$ cat src/rtl/ysyx_24110006_muldiv.sv
`default_nettype none
// +----------------------------------------------------------------------------+
// | Module      : ysyx_24110006_muldiv                                         |
// | Description : Iterative RV32M/RV64M multiply/divide unit. Handles one bit   |
// |               per cycle (shift-add multiply, restoring divide) and uses a   |
// |               valid/ready handshake on both sides. The result is held       |
// |               until it is accepted. i_flush aborts any operation in flight. |
// |               Optional macro MULDIV_FAST_MUL_EN: MUL* use a single-cycle    |
// |               '*' multiplier; divide stays iterative.                       |
// | Revision    : 1.0 - initial release                                         |
// +----------------------------------------------------------------------------+
module ysyx_24110006_muldiv #(
  parameter int XLEN = 32
) (
  input  logic            i_clk,
  input  logic            i_rst_n,
  input  logic            i_flush,
  input  logic            i_valid,
  output logic            o_ready,
  input  logic [2:0]      i_op,
  input  logic [XLEN-1:0] i_a,
  input  logic [XLEN-1:0] i_b,
  output logic            o_valid,
  input  logic            i_ready,
  output logic [XLEN-1:0] o_result
);

  localparam int CNT_W = $clog2(XLEN);
  localparam logic [XLEN-1:0] XMIN = {1'b1, {(XLEN-1){1'b0}}};

  typedef enum logic [1:0] {
    S_IDLE = 2'd0,
    S_CALC = 2'd1,
    S_DONE = 2'd2
  } state_t;

  state_t state;
  state_t state_nx;

  // Latched operation context
  logic [2:0]       op_q;
  logic [XLEN:0]    acc;      // product high half / partial remainder
  logic [XLEN-1:0]  lo;       // multiplier / dividend, shifts into product low / quotient
  logic [XLEN-1:0]  opnd;     // multiplicand / divisor magnitude
  logic             neg_q;    // negate product or quotient at the end
  logic             neg_r;    // negate remainder at the end
  logic [CNT_W-1:0] cnt;
  logic [XLEN-1:0]  result;

  // Request decode
  logic            is_div_in;
  logic            sgn_a_in;
  logic            sgn_b_in;
  logic            neg_a_in;
  logic            neg_b_in;
  logic            b_zero;
  logic            div_ovf;
  logic            fast_in;
  logic            accept;
  logic            last;
  logic [XLEN-1:0] abs_a;
  logic [XLEN-1:0] abs_b;
  logic [XLEN-1:0] fast_res;

  // One iteration step
  logic [XLEN-1:0]   addend;
  logic [XLEN:0]     msum;
  logic [XLEN:0]     shifted;
  logic [XLEN+1:0]   diff;
  logic              ge;
  logic [XLEN:0]     acc_nx;
  logic [XLEN-1:0]   lo_nx;
  logic [2*XLEN-1:0] prod;
  logic [2*XLEN-1:0] prod_s;
  logic [XLEN-1:0]   quo_s;
  logic [XLEN-1:0]   rem_s;
  logic [XLEN-1:0]   final_res;

`ifdef MULDIV_FAST_MUL_EN
  logic [2*XLEN-1:0] fast_prod;
`endif

  assign is_div_in = i_op[2];
  // rs1 is signed for MULH, MULHSU, DIV, REM; rs2 for MULH, DIV, REM
  assign sgn_a_in  = (i_op == 3'd1) || (i_op == 3'd2) || (i_op == 3'd4) || (i_op == 3'd6);
  assign sgn_b_in  = (i_op == 3'd1) || (i_op == 3'd4) || (i_op == 3'd6);
  assign neg_a_in  = sgn_a_in & i_a[XLEN-1];
  assign neg_b_in  = sgn_b_in & i_b[XLEN-1];
  assign abs_a     = neg_a_in ? -i_a : i_a;
  assign abs_b     = neg_b_in ? -i_b : i_b;
  assign b_zero    = (i_b == '0);
  assign div_ovf   = is_div_in & sgn_b_in & (i_a == XMIN) & (i_b == '1);
  assign accept    = (state == S_IDLE) & i_valid & ~i_flush;
  assign last      = (cnt == CNT_W'(XLEN-1));

`ifdef MULDIV_FAST_MUL_EN
  assign fast_prod = {{XLEN{neg_a_in}}, i_a} * {{XLEN{neg_b_in}}, i_b};
  assign fast_in   = ~is_div_in | b_zero | div_ovf;
`else
  assign fast_in   = is_div_in & (b_zero | div_ovf);
`endif

  // Results that bypass iteration: divide-by-zero, signed overflow, fast multiply
  always_comb begin
    fast_res = '0;
    if (is_div_in) begin
      if (b_zero) begin
        fast_res = i_op[1] ? i_a : '1;
      end else if (div_ovf) begin
        fast_res = i_op[1] ? '0 : i_a;
      end
    end
`ifdef MULDIV_FAST_MUL_EN
    else begin
      fast_res = (i_op[1:0] == 2'd0) ? fast_prod[XLEN-1:0] : fast_prod[2*XLEN-1:XLEN];
    end
`endif
  end

  // One shift-add or restoring-subtract step plus sign fix-up of the final value
  always_comb begin
    addend  = lo[0] ? opnd : '0;
    msum    = acc + {1'b0, addend};
    shifted = {acc[XLEN-1:0], lo[XLEN-1]};
    diff    = {1'b0, shifted} - {2'b00, opnd};
    ge      = ~diff[XLEN+1];
    if (op_q[2]) begin
      acc_nx = ge ? diff[XLEN:0] : shifted;
      lo_nx  = {lo[XLEN-2:0], ge};
    end else begin
      acc_nx = {1'b0, msum[XLEN:1]};
      lo_nx  = {msum[0], lo[XLEN-1:1]};
    end
    prod   = {acc_nx[XLEN-1:0], lo_nx};
    prod_s = neg_q ? -prod : prod;
    quo_s  = neg_q ? -lo_nx : lo_nx;
    rem_s  = neg_r ? -acc_nx[XLEN-1:0] : acc_nx[XLEN-1:0];
    if (op_q[2]) begin
      final_res = op_q[1] ? rem_s : quo_s;
    end else begin
      final_res = (op_q[1:0] == 2'd0) ? prod_s[XLEN-1:0] : prod_s[2*XLEN-1:XLEN];
    end
  end

  // State register
  always_ff @(posedge i_clk) begin
    if (!i_rst_n) begin
      state <= S_IDLE;
    end else begin
      state <= state_nx;
    end
  end

  // Next-state logic; flush overrides everything, including a new request
  always_comb begin
    state_nx = state;
    case (state)
      S_IDLE: if (i_valid) state_nx = fast_in ? S_DONE : S_CALC;
      S_CALC: if (last) state_nx = S_DONE;
      S_DONE: if (i_ready) state_nx = S_IDLE;
      default: state_nx = S_IDLE;
    endcase
    if (i_flush) begin
      state_nx = S_IDLE;
    end
  end

  // Datapath: latch operands on accept, iterate in CALC, register the result
  always_ff @(posedge i_clk) begin
    if (!i_rst_n) begin
      op_q   <= '0;
      acc    <= '0;
      lo     <= '0;
      opnd   <= '0;
      neg_q  <= 1'b0;
      neg_r  <= 1'b0;
      cnt    <= '0;
      result <= '0;
    end else if (accept) begin
      op_q  <= i_op;
      acc   <= '0;
      lo    <= abs_a;
      opnd  <= abs_b;
      neg_q <= neg_a_in ^ neg_b_in;
      neg_r <= neg_a_in;
      cnt   <= '0;
      if (fast_in) begin
        result <= fast_res;
      end
    end else if ((state == S_CALC) && !i_flush) begin
      acc <= acc_nx;
      lo  <= lo_nx;
      cnt <= cnt + CNT_W'(1);
      if (last) begin
        result <= final_res;
      end
    end
  end

  assign o_ready  = (state == S_IDLE);
  assign o_valid  = (state == S_DONE);
  assign o_result = result;

endmodule
`default_nettype wire

$ cat config.mk
export PLATFORM = sky130hd
export DESIGN_NAME = ysyx_24110006_muldiv
export DESIGN_NICKNAME = d
export VERILOG_FILES = /design/src/rtl/ysyx_24110006_muldiv.sv
export SDC_FILE = /design/constraint.sdc
export NUM_CORES = 1
export LEC_CHECK = 0
export BUFFER_PORTS_ARGS = -buffer_cell sky130_fd_sc_hd__buf_4
export CELL_PAD_IN_SITES_DETAIL_PLACEMENT = 0
export CELL_PAD_IN_SITES_GLOBAL_PLACEMENT = 1
export CORE_MARGIN = 4
export CORE_UTILIZATION = 30
export DETAILED_ROUTE_END_ITERATION = 16
export PLACE_DENSITY_LB_ADDON = 0.12
export RECOVER_POWER = 50
export SLEW_MARGIN = 30
export SYNTH_ARGS = -nofsm -noshare
export SYNTH_HDL_FRONTEND = slang
export SYNTH_SLANG_ARGS = --single-unit
$ cat constraint.sdc
create_clock -name i_clk -period 7.22 [get_ports i_clk]
set_input_delay 1.805 -clock i_clk [delete_from_list [all_inputs] [get_ports i_clk]]
set_output_delay 1.805 -clock i_clk [all_outputs]
set_load 0.05 [all_outputs]
==> flow_metrics.env, run 1 <==
export IMPL_status="finished, violations left"
export IMPL_violations="max-capacitance violations, max-slew violations"
export IMPL_synth_edf_count=0
export IMPL_cp_max_fo=76
export IMPL_grt_overflow=0
export IMPL_antenna_found_initial=0
export IMPL_cts_sinks=141
export IMPL_maxCapViolations=2
export IMPL_ctsHtreeMaxLevel=4
export IMPL_fillers=5419
export IMPL_cts_hold_buf=0
export IMPL_setup_viol_count_final=0
export IMPL_synth_async_reset_ratio=0
export IMPL_grt_pass1_wl_um=104000
export IMPL_irDropWorstVdd_v=0.000200
export IMPL_dr_pass1_iters=5
export IMPL_yosys_area_top_type_share=0.185
export IMPL_core_region_area_sq_um=50200
export IMPL_fmax_mhz=156
export IMPL_grt_max_degree=77
export IMPL_num_vias=16574
export IMPL_final_cell_mix="259 x nand2_1, 172 x o21ai_0, 156 x nor2_1"
export IMPL_avgSynthCellArea_sq_um=7.14
export IMPL_final_common_cell="nand2_1"
export IMPL_ys_dominant_reg_cell="dfxtp_1"
export IMPL_fin_area_sq_um=17100
export IMPL_end_kind="register"
export IMPL_drt_iter0_drc=1472
export IMPL_ant_nets=0
export IMPL_nNetsFinal=2306
export IMPL_syn_area_sq_um=15200
export IMPL_clockBufferDepth=2
export IMPL_power_leakage_uw=0.00673
export IMPL_synth_cell_type_count=95
export IMPL_rows=82
export IMPL_syn_inst=2131
export IMPL_cp_arrival_ps=6770
export IMPL_cts_root_buf="clkbuf_16"
export IMPL_fin_tns_setup_ps=0
export IMPL_clk_latency_ps=500
export IMPL_finish_utilization=0.340
export IMPL_drive_gt1_frac=0.0884
export IMPL_period_share=0.888
export IMPL_final_cells=2846
export IMPL_cts_buffers=17
export IMPL_regArea_sq_um=2830
export IMPL_ctsResizeCount=0
export IMPL_hold_violations=0
export IMPL_yosysWarnings=0
export IMPL_portBuffers=105
export IMPL_die_h_um=233
export IMPL_cts_setup_buffers=0
export IMPL_finalWirelength_um=69300
export IMPL_tightest_slew_ps=4120
export IMPL_die_area_sq_um=54400
export IMPL_startpoint_type="primary input"
export IMPL_multi_input_area_sq_um=11700
export IMPL_hold_class="reg -> reg"
export IMPL_grt_pass1_vias=15657
export IMPL_die_w_um=233
export IMPL_routabilityCongestion=0.907
export IMPL_yosysSeqAreaShare=0.185
export IMPL_grt_usage=0.252
export IMPL_drc=0
export IMPL_critPathKind="in -> reg"
export IMPL_skew_ps=20.0
export IMPL_rsz0062_at_grt="false"
export IMPL_slew_violations=116
export IMPL_synth_top_cell_by_area="dfxtp_1"
export IMPL_synth_fp_nets=2276
export IMPL_synth_area_leaders="dfxtp_1 19%, nand2_1 6.4%, xnor2_1 6.0%"
export IMPL_ys_ff_latch=141
export IMPL_r2r_start="opnd[29]"
export IMPL_start_util=0.303
export IMPL_placedInstanceArea_sq_um=16600
export IMPL_wl_per_cell_um=24.4
export IMPL_area_growth_syn_to_layout_pct=12.2
export IMPL_crit_required_ps=7580
export IMPL_via_per_inst=5.82
export IMPL_ios=106
export IMPL_hpwl_um=54500
export IMPL_hp_start="cnt[4]"
export IMPL_powerDensity_nw_per_um2=162
export IMPL_startpoint="i_flush"
export IMPL_min_period_ps=6410
export IMPL_max_slew_margin=-1.74
export IMPL_clkTransAtPathRegs_ps=60
export IMPL_placed_cells=2813
export IMPL_tritoncts="done"
[metrics by stage]
step | worst slack (ps) | power, uW | hold slack, ps
after global placement | 1380 | 1810 | 448
after floorplan | 2110 | 1470 | 441
after global routing | 577 | 2900 | 506
after detailed placement | 1210 | 1810 | 461
final | 811 | 2760 | 465
after CTS | 1670 | 2770 | 471
[cells by family (layout without fill, tap and decap cells)]
group | count (synthesis) | in the layout | synth area share
and+or+nand+nor | 782 | 782 | 0.250
AOI/OAI and AO/OA | 714 | 714 | 0.318
buffers and inverters | 193 | 235 | 0.0502
xor gates and xnor gates | 182 | 182 | 0.105
DFF | 141 | 141 | 0.185
adders and majority gates | 73 | 73 | 0.0610
muxes | 46 | 46 | 0.0307
other | 0 | 1 | 0
[power by group]
part           switching [uW]  internal [uW]  total (uW)
clock network             434            515         949
logic                     639            326         965
registers                41.5            806         848
[routing by layer]
layer	up-vias	part of all wire	GRT usage
li1	7888	-	-
met3	65	0.060	0.0382
met2	579	0.45	0.391
met5	-	0	0
met4	0	0.017	0.0558
met1	8042	0.48	0.367
[sequential cells by signal (all words and copies together), names as in the netlist]
name,count
o_result,32
acc,33
op_q,3
cnt,5
state,2
lo,32
opnd,32
neg_q,1
neg_r,1
[final timing paths]
| kind | endpoint | slack, ps | cells after the start |
|---|---|---|---|
| worst min-delay path | cnt[4] | 470 | 2 |
| worst min register to register | cnt[4] | 470 | 2 |
| worst max register to register | o_result[22] | 1560 | 20 |
| worst max-delay path | opnd[18] | 810 | 6 |
[cell type report]
type	count	area share
Clock buffer	18	0.0251
Timing Repair Buffer	144	0.0547
Multi-Input combinational cell	1797	0.683
Antenna cell	1	0.000147
Sequential cell	141	0.166
Tap cell	672	0.0492
Clock inverter	13	0.00909
Inverter	60	0.0132
[Yosys cell counts (41+ instances only)]
| cell type | count |
|---|---|
| clkbuf_1 | 103 |
| nor2_1 | 159 |
| a21oi_1 | 150 |
| xnor2_1 | 104 |
| inv_1 | 59 |
| mux2i_1 | 41 |
| o31ai_1 | 42 |
| nand3_1 | 59 |
| ha_1 | 71 |
| dfxtp_1 | 141 |
| and2_1 | 74 |
| nand2_1 | 260 |
| nor3_1 | 55 |
| xor2_1 | 78 |
| o21ai_0 | 172 |
[critical path: stages]
cell and delay, ps:
buf_4 120, nor4b_2 230, buf_4 210, clkbuf_1 2890
nand3_1 1040, o211a_1 420
No activity file was read; power rests on OpenSTA's default activity.
==> run 2: changes to the inputs <==
- CELL_PAD_IN_SITES_DETAIL_PLACEMENT: 0 -> not set
- CELL_PAD_IN_SITES_GLOBAL_PLACEMENT: 1 -> not set
==> run 2 against run 1 <==
The run still ends with max-capacitance violations, max-slew violations left. Final area rose by 0.18%. Count of clock-buffer cells in the layout rose by 2. Critical path type unchanged. Critical path depth fell by 1.
==> flow_metrics.env, run 2 (synthesis results as in run 1) <==
export IMPL_drc=0
export IMPL_power_leakage_uw=0.00675
export IMPL_critPathKind="in -> reg"
export IMPL_finalWirelength_um=67500
export IMPL_irDropWorstVdd_v=0.000135
export IMPL_wl_per_cell_um=23.7
export IMPL_grt_max_degree=80
export IMPL_routabilityCongestion=0.939
export IMPL_slew_violations=149
export IMPL_start_util=0.303
export IMPL_drt_iter0_drc=1528
export IMPL_fin_ws_ps=1220
export IMPL_hpwl_um=52400
export IMPL_num_vias=16476
export IMPL_placedInstanceArea_sq_um=16600
export IMPL_cts_buffers=17
export IMPL_period_share=0.830
export IMPL_rsz0062_at_grt="false"
export IMPL_ctsResizeCount=0
export IMPL_grt_pass1_vias=15712
export IMPL_via_per_inst=5.79
export IMPL_clk_latency_ps=500
export IMPL_hold_violations=0
export IMPL_die_area_sq_um=54400
export IMPL_fmax_mhz=167
export IMPL_hp_start="cnt[4]"
export IMPL_skew_ps=13.0
export IMPL_timing_rr_end="o_result[22]"
export IMPL_nNetsFinal=2304
export IMPL_dr_pass1_iters=5
export IMPL_grt_usage=0.245
export IMPL_max_slew_margin=-0.857
export IMPL_finish_utilization=0.341
export IMPL_cp_max_fo=64
export IMPL_endpoint="o_result[23]"
export IMPL_tritoncts="done"
export IMPL_portBuffers=105
export IMPL_power_frac_clock=0.348
export IMPL_final_common_cell="nand2_1"
export IMPL_power_switching_uw=1100
export IMPL_drive_gt1_frac=0.0912
export IMPL_fin_tns_setup_ps=0
export IMPL_fin_area_sq_um=17100
export IMPL_cp_arrival_ps=6440
export IMPL_sw_frac_of_total=0.397
export IMPL_ios=106
export IMPL_intPower_uw=1670
export IMPL_die_w_um=233
export IMPL_whs_ps=461
export IMPL_status="finished, violations left"
export IMPL_antenna_found_initial=0
export IMPL_fillers=5446
export IMPL_crit_required_ps=7660
export IMPL_maxCapViolations=3
export IMPL_end_kind="register"
export IMPL_r2r_start="opnd[18]"
export IMPL_grt_pass1_wl_um=101000
export IMPL_clockBufferDepth=2
export IMPL_clkTransAtPathRegs_ps=70
export IMPL_rows=82
export IMPL_grt_overflow=0
export IMPL_hold_class="reg -> reg"
export IMPL_ctsHtreeMaxLevel=4
export IMPL_ant_nets=0
export IMPL_r2r_slack_ps=1610
export IMPL_core_region_area_sq_um=50200
export IMPL_die_h_um=233
export IMPL_min_period_ps=6000
export IMPL_reg2regPathDepth=20
export IMPL_cts_sinks=141
export IMPL_powerDensity_nw_per_um2=162
export IMPL_preCtsSetupSlack_ps=861
export IMPL_largest_register="acc"
export IMPL_tightest_slew_ps=2790
export IMPL_final_cell_mix="259 x nand2_1, 172 x o21ai_0, 155 x nor2_1"
export IMPL_setup_viol_count_final=0
export IMPL_startpoint_type="primary input"
export IMPL_violations="max-capacitance violations, max-slew violations"
export IMPL_p_comb_frac=0.346
export IMPL_area_growth_syn_to_layout_pct=12.4
export IMPL_cts_root_buf="clkbuf_16"
export IMPL_cts_setup_buffers=0
export IMPL_startpoint="i_rst_n"
export IMPL_pwr_share_seq=0.305
export IMPL_cts_hold_buf=0
export IMPL_largest_register_ffs=33
==> run 2: cell types whose count changed in the layout (fill, tap and decap cells not counted), moves of 2 or more <==
cell | previous run | this run
and2_0 | 10 | 3
and2_1 | 66 | 72
buf_4 | 102 | 105
clkbuf_1 | 41 | 38
clkinv_2 | 0 | 3
clkinv_4 | 1 | 3
inv_6 | 6 | 2
==> run 2: worst max-delay path, stage by stage <==
cell and delay (ps):
clkbuf_1 1840, clkbuf_1 2090, o21ai_0 310, a21oi_1 250, o21a_1 140
==> run 2: final cells by class <==
class	count	area [sq um]	area share
antenna	2	5.00	0.000293
clock buffer	20	468	0.0274
clock inverter	12	134	0.00783
inverter	60	225	0.0132
multi-input combinational	1797	11700	0.683
sequential	141	2830	0.165
tap	672	841	0.0492
timing repair buffer	142	927	0.0542
==> run 2: how the worst min path moves through the flow <==
stage / endpoint / slack (ps) / depth (start not counted)
6_report: cnt[4] / 460 / 2
5_1_grt: acc[32] / 490 / 2
4_1_cts: cnt[4] / 470 / 2
3_5_place_dp: cnt[4] / 460 / 2
3_3_place_gp: cnt[4] / 450 / 2
2_1_floorplan: cnt[4] / 440 / 2
==> run 2: routing by layer <==
metal,routed length [um],global-route usage,part of all wire
met3,4320,0.0548,0.064
met5,0,0,0
met4,2180,0.0928,0.032
met1,30800,0.331,0.46
met2,30200,0.380,0.45
==> run 2: power groups by stage <==
stage	clock, uW	sequential (uW)	combinational (uW)
3_3_place_gp	0	861	938
3_5_place_dp	0	862	940
2_1_floorplan	0	843	629
5_1_grt	1010	848	1040
6_report	965	845	959
4_1_cts	982	844	944
==> run 2: stage by stage <==
step	std cells	total power, uW
floorplan	2131	1470
global placement	2812	1800
detailed placement	2812	1800
CTS	2844	2770
global route	2844	2900
finish	2846	2770
